--- src/rtl/apu_multichannel.sv ---
// rtl/apu_multichannel.sv - multi-voice square/saw/noise synth with release envelope and sigma-delta output
// Pitch advances on raster line ticks, duration and envelope on frame ticks.
module apu_multichannel #(
    parameter int NUM_CH   = 4,
    parameter int PERIOD_W = 10,
    parameter int DUR_W    = 6,
    parameter int AMP_W    = 4
) (
    input  logic                      clk,
    input  logic                      reset,
    input  logic [NUM_CH-1:0]         trigger,
    input  logic [2*NUM_CH-1:0]       mode,
    input  logic [PERIOD_W*NUM_CH-1:0] period,
    input  logic [DUR_W*NUM_CH-1:0]   duration,
    input  logic [9:0]                x,
    input  logic [9:0]                y,
    output logic                      sound,
    output logic [NUM_CH-1:0]         active
);
    localparam int S     = AMP_W + $clog2(NUM_CH);
    localparam int ATT_W = $clog2(AMP_W) + 1;

    typedef enum logic [1:0] {IDLE, PLAY, RELEASE} state_t;

    logic line_tick, frame_tick;
    assign line_tick  = (x == 10'd0);
    assign frame_tick = line_tick && (y == 10'd0);

    logic [AMP_W-1:0] voice_lvl [NUM_CH];

    for (genvar i = 0; i < NUM_CH; i++) begin : g_voice
        state_t              state_q, state_d;
        logic [1:0]          mode_q, mode_d;
        logic [PERIOD_W-1:0] period_q, period_d, phase_q, phase_d, last_phase;
        logic [DUR_W-1:0]    dur_q, dur_d;
        logic [ATT_W-1:0]    atten_q, atten_d;
        logic                sq_q, sq_d, act_q;
        logic [AMP_W-1:0]    saw_q, saw_d, wave;
        logic [14:0]         lfsr_q, lfsr_d;
        logic [1:0]          trig_mode;

        assign trig_mode  = mode[2*i +: 2];
        // A zero period behaves like one: step on every line tick.
        assign last_phase = (period_q == '0) ? '0 : period_q - PERIOD_W'(1);

        always_comb begin
            state_d  = state_q;
            mode_d   = mode_q;
            period_d = period_q;
            phase_d  = phase_q;
            dur_d    = dur_q;
            atten_d  = atten_q;
            sq_d     = sq_q;
            saw_d    = saw_q;
            lfsr_d   = lfsr_q;
            if (trigger[i]) begin
                if (trig_mode == 2'b11) begin
                    state_d = IDLE;
                end else begin
                    mode_d   = trig_mode;
                    period_d = period[PERIOD_W*i +: PERIOD_W];
                    dur_d    = duration[DUR_W*i +: DUR_W];
                    phase_d  = '0;
                    atten_d  = '0;
                    sq_d     = 1'b0;
                    saw_d    = '0;
                    state_d  = (duration[DUR_W*i +: DUR_W] == '0) ? RELEASE : PLAY;
                end
            end else if (state_q != IDLE) begin
                if (line_tick) begin
                    if (phase_q >= last_phase) begin
                        phase_d = '0;
                        case (mode_q)
                            2'b00:   sq_d   = ~sq_q;
                            2'b01:   saw_d  = saw_q + AMP_W'(1);
                            default: lfsr_d = {lfsr_q[13:0], lfsr_q[14] ^ lfsr_q[13]};
                        endcase
                    end else begin
                        phase_d = phase_q + PERIOD_W'(1);
                    end
                end
                if (frame_tick) begin
                    if (state_q == PLAY) begin
                        dur_d = dur_q - DUR_W'(1);
                        if (dur_q == DUR_W'(1)) begin
                            state_d = RELEASE;
                            atten_d = ATT_W'(1);
                        end
                    end else if (atten_q == ATT_W'(AMP_W-1)) begin
                        state_d = IDLE;
                    end else begin
                        atten_d = atten_q + ATT_W'(1);
                    end
                end
            end
        end

        always_ff @(posedge clk or posedge reset) begin
            if (reset) begin
                state_q  <= IDLE;
                mode_q   <= 2'b00;
                period_q <= '0;
                phase_q  <= '0;
                dur_q    <= '0;
                atten_q  <= '0;
                sq_q     <= 1'b0;
                saw_q    <= '0;
                lfsr_q   <= 15'(i + 1);
                act_q    <= 1'b0;
            end else begin
                state_q  <= state_d;
                mode_q   <= mode_d;
                period_q <= period_d;
                phase_q  <= phase_d;
                dur_q    <= dur_d;
                atten_q  <= atten_d;
                sq_q     <= sq_d;
                saw_q    <= saw_d;
                lfsr_q   <= lfsr_d;
                act_q    <= (state_d != IDLE);
            end
        end

        always_comb begin
            case (mode_q)
                2'b00:   wave = sq_q ? {AMP_W{1'b1}} : '0;
                2'b01:   wave = saw_q;
                default: wave = lfsr_q[AMP_W-1:0];
            endcase
        end

        assign voice_lvl[i] = (state_q == IDLE) ? '0 : (wave >> atten_q);
        assign active[i]    = act_q;
    end

    logic [S-1:0] sum, acc_q;
    logic [S:0]   mix;
    logic         sound_q;

    always_comb begin
        sum = '0;
        for (int k = 0; k < NUM_CH; k++) sum = sum + S'(voice_lvl[k]);
    end

    // First-order sigma-delta: the accumulator carry is the output bit.
    assign mix = {1'b0, acc_q} + {1'b0, sum};

    always_ff @(posedge clk or posedge reset) begin
        if (reset) begin
            acc_q   <= '0;
            sound_q <= 1'b0;
        end else begin
            acc_q   <= mix[S-1:0];
            sound_q <= mix[S];
        end
    end

    assign sound = sound_q;
endmodule

--- config.mk ---
export PLATFORM = sky130hd
export DESIGN_NAME = apu_multichannel
export DESIGN_NICKNAME = d
export VERILOG_FILES = /design/src/rtl/apu_multichannel.sv
export SDC_FILE = /design/constraint.sdc
export NUM_CORES = 1
export LEC_CHECK = 0
export CAP_MARGIN = 20
export CORE_ASPECT_RATIO = 1.75
export CORE_MARGIN = 10
export CORE_UTILIZATION = 60
export DETAILED_ROUTE_END_ITERATION = 10
export GPL_ROUTABILITY_DRIVEN = 1
export PLACE_DENSITY_LB_ADDON = 0.3
export SLEW_MARGIN = 20
export SYNTH_ARGS = -nofsm -noshare
export SYNTH_HDL_FRONTEND = slang
export SYNTH_SLANG_ARGS = --single-unit
--- constraint.sdc ---
create_clock -name clk -period 8.85 [get_ports clk]
set_input_delay 1.77 -clock clk [delete_from_list [all_inputs] [get_ports clk]]
set_output_delay 1.77 -clock clk [all_outputs]
set_load 0.05 [all_outputs]
==> flow_summary.json <==
{
  "p_switching_uw": 857.4,
  "cp_data_required_time_ns": 9.23,
  "synth_top_family_by_area": "simple AND/OR/NAND/NOR gates",
  "hpwl_um": 21450,
  "final_area_sq_mm": 0.01529,
  "n_antenna_cell": 0,
  "cts_setup_buffers": 0,
  "crit_type": "input pin to register",
  "reg2reg_to": "acc_q[5]",
  "place.port_buffers": 102,
  "initial_core_util": 0.6079,
  "die_w_um": 132.8,
  "die_h_um": 217.4,
  "core_area_sq_mm": 0.02198,
  "synth-main-ff-cell": "dfrtp_1",
  "postSynthAreaPerCell_sq_um": 9.345,
  "finalSetupViolations": 0,
  "final.setup.tns_ns": 0,
  "drive_gt1_frac": 0.08624,
  "hp-class": "register to register",
  "seq_area_sq_mm": 0.005587,
  "cts_resized": 0,
  "final_net_count": 1691,
  "grt_first_pass_wirelength_um": 49960,
  "n_fill_cell": 1725,
  "power_mw": 2.804,
  "synth_compound_area_frac": 0.1312,
  "synth-seq-cells": 223,
  "multiInputGateArea_sq_mm": 0.007281,
  "clock.fmax_ghz": 0.2172,
  "wirelength_um": 29480,
  "seq_area_frac_synth": 0.4181,
  "routedWlPerCell_um": 16.24,
  "worst_setup_path_start_kind": "input pin",
  "r2r_cells": 14,
  "cts_buffers": 22,
  "crit_path_start": "x[7]",
  "dieArea_sq_mm": 0.02888,
  "netlist_instances": 1430,
  "synth-xor-area-share": 0.02425,
  "final-hold-violation-count": 0,
  "path_clk_slew_ns": 0.06,
  "p_int_mw": 1.947,
  "place_congestion": 0.9032,
  "rsz0062_at_grt": "false",
  "max_slew.worst_pin.slew_ns": 1.096,
  "report.final.slew_viol_count": 0,
  "drtIter0Drc": 584,
  "synth-adder-area-share": 0.08951,
  "ys_top_cells_by_count": "nand2_1, dfrtp_1, nor2_1",
  "clock_power_share": 0.336,
  "drtAntennaViolNets": 0,
  "syn_nets": 1617,
  "synth_area_leaders": "dfrtp_1, ha_1, nand2_1",
  "synth_simple_gate_area_frac": 0.2033,
  "ys_warn_count": 0,
  "grt_util_all_layers": 0.2004,
  "reg2reg_slack_ns": 4.34,
  "grt-ovfl-total": 0,
  "pwr-share-seq": 0.439,
  "switching_share": 0.3058,
  "yosysTopAreaCellShare": 0.4082,
  "viasPerCell": 5.909,
  "finalCriticalPeriod_ns": 4.604,
  "drc": 0,
  "hold_ws_ns": 0.5020,
  "cts_root_buf": "clkbuf_16",
  "place_area_sq_mm": 0.01456,
  "synth_area_sq_mm": 0.01336,
  "muxShareOfSynthArea": 0.09663,
  "htree_levels": 1,
  "grt_pass1_vias": 11019,
  "final_util": 0.6955,
  "synth.distinct_cells": 74,
  "p_per_area_mw_per_mm2": 183.4,
  "clock_latency_ns": 0.51,
  "vias": 10724,
  "dr.pass1.iters": 5,
  "p_comb_frac": 0.225,
  "vdd_drop_max_v": 0.0001612,
  "critPathArrivalTime_ns": 4.98,
  "cap_viol_max_count": 0,
  "io_pins": 103,
  "antenna_found_initial": 0,
  "endpoint": "g_voice[0].lfsr_q[14]",
  "syn2layout_area_growth_pct": 14.40,
  "synth_edf_count": 0,
  "synth_top_area_cell": "dfrtp_1",
  "cts_tree": "yes",
  "cts_sinks": 223,
  "fin_crit_sh": 0.5202,
  "slew_headroom": 0.2628,
  "clk_path_buf_depth": 3,
  "grt_max_degree": 154,
  "endpoint_kind": "register",
  "synth_async_sr_flop_share": 1.000,
  "outcome": "completed",
  "yosysMostFrequentCell": "nand2_1",
  "crit_fanout": 15,
  "p_leak_nw": 7.261,
  "holdBufCountCts": 0,
  "r2r_start": "g_voice[3].mode_q[0]",
  "rows": 72,
  "fin_skew_ns": 0.008420
}
## stage by stage
| stage | worst slack, ns | instances |
|---|---|---|
| 6_report | 4.246 | 1815 |
| 5_1_grt | 4.123 | 1815 |
| 4_1_cts | 4.256 | 1815 |
| 3_5_place_dp | 3.744 | 1776 |
| 3_3_place_gp | 3.814 | 1776 |
| 2_1_floorplan | 0.9822 | 1430 |
## cells by family after synthesis
logic type | count (synthesis)
xor+xnor | 37
fa+ha+maj | 89
mux | 117
compound gates | 267
flops | 223
simple gates | 575
buf+inv | 122
## flip-flops by register name, summed over array words and instances (netlist names)
signal / cells
g_voice.saw_q: 16
g_voice.sq_q: 4
g_voice.phase_q: 40
g_voice.period_q: 40
g_voice.mode_q: 8
sound: 1
acc_q: 6
g_voice.state_q: 8
g_voice.lfsr_q: 60
g_voice.act_q: 4
g_voice.atten_q: 12
g_voice.dur_q: 24
## power by group through the flow
stage,Combinational (mW),Sequential [mW],Clock [mW]
after global routing,0.720,1.25,1.00
after global placement,0.601,1.24,0
final,0.632,1.23,0.943
after floorplan,0.480,1.21,0
after CTS,0.637,1.23,0.963
after detailed placement,0.630,1.24,0
## worst min-delay path by stage
stage | start | endpoint | slack (ns) | cells after the start
after global placement | acc_q[0] | acc_q[0] | 0.46 | 1
after global routing | g_voice[2].lfsr_q[8] | g_voice[2].lfsr_q[9] | 0.52 | 1
after CTS | g_voice[2].lfsr_q[8] | g_voice[2].lfsr_q[9] | 0.51 | 1
after floorplan | acc_q[0] | acc_q[0] | 0.46 | 1
final | g_voice[1].lfsr_q[7] | g_voice[1].lfsr_q[8] | 0.50 | 1
after detailed placement | acc_q[0] | acc_q[0] | 0.47 | 1
## worst max-delay path, stage by stage
cell and delay [ns]:
clkdlybuf4s50_1 0.39, or4_1 0.71, nor4_1 0.98, and3_1 0.71, mux2_2 0.41
## routing by layer
metal / share of wire / GRT usage
met5: 0 / 0
met4: 0.032 / 0.08321
met1: 0.39 / 0.2181
met3: 0.035 / 0.02399
met2: 0.54 / 0.3799
## layout make-up
class                           count  share of cell area
Inverter                           61             0.01580
Clock inverter                      7            0.006548
Sequential cell                   223              0.3654
Timing Repair Buffer              111             0.07121
Tap cell                          296             0.02423
Clock buffer                       32             0.04051
Multi-Input combinational cell   1085              0.4763
## cell usage in the layout (no fill, tap or decap), types with 11 or more instances in the layout
master,instances
clkdlybuf4s50_1,102
xnor2_1,15
mux2i_1,48
o31ai_1,14
nor2_1,84
nor4_1,15
or4_1,12
inv_1,58
dfrtp_1,218
mux2_2,66
nor3_1,50
clkbuf_16,23
a21oi_1,76
ha_1,78
nand2b_1,17
nand3_1,35
fa_1,11
o21ai_0,67
nand4_1,20
and3_1,23
nand2_1,245
xor2_1,22
a22o_1,18
nor2b_1,21
or3_1,19
(Power assumes the default switching activity.)
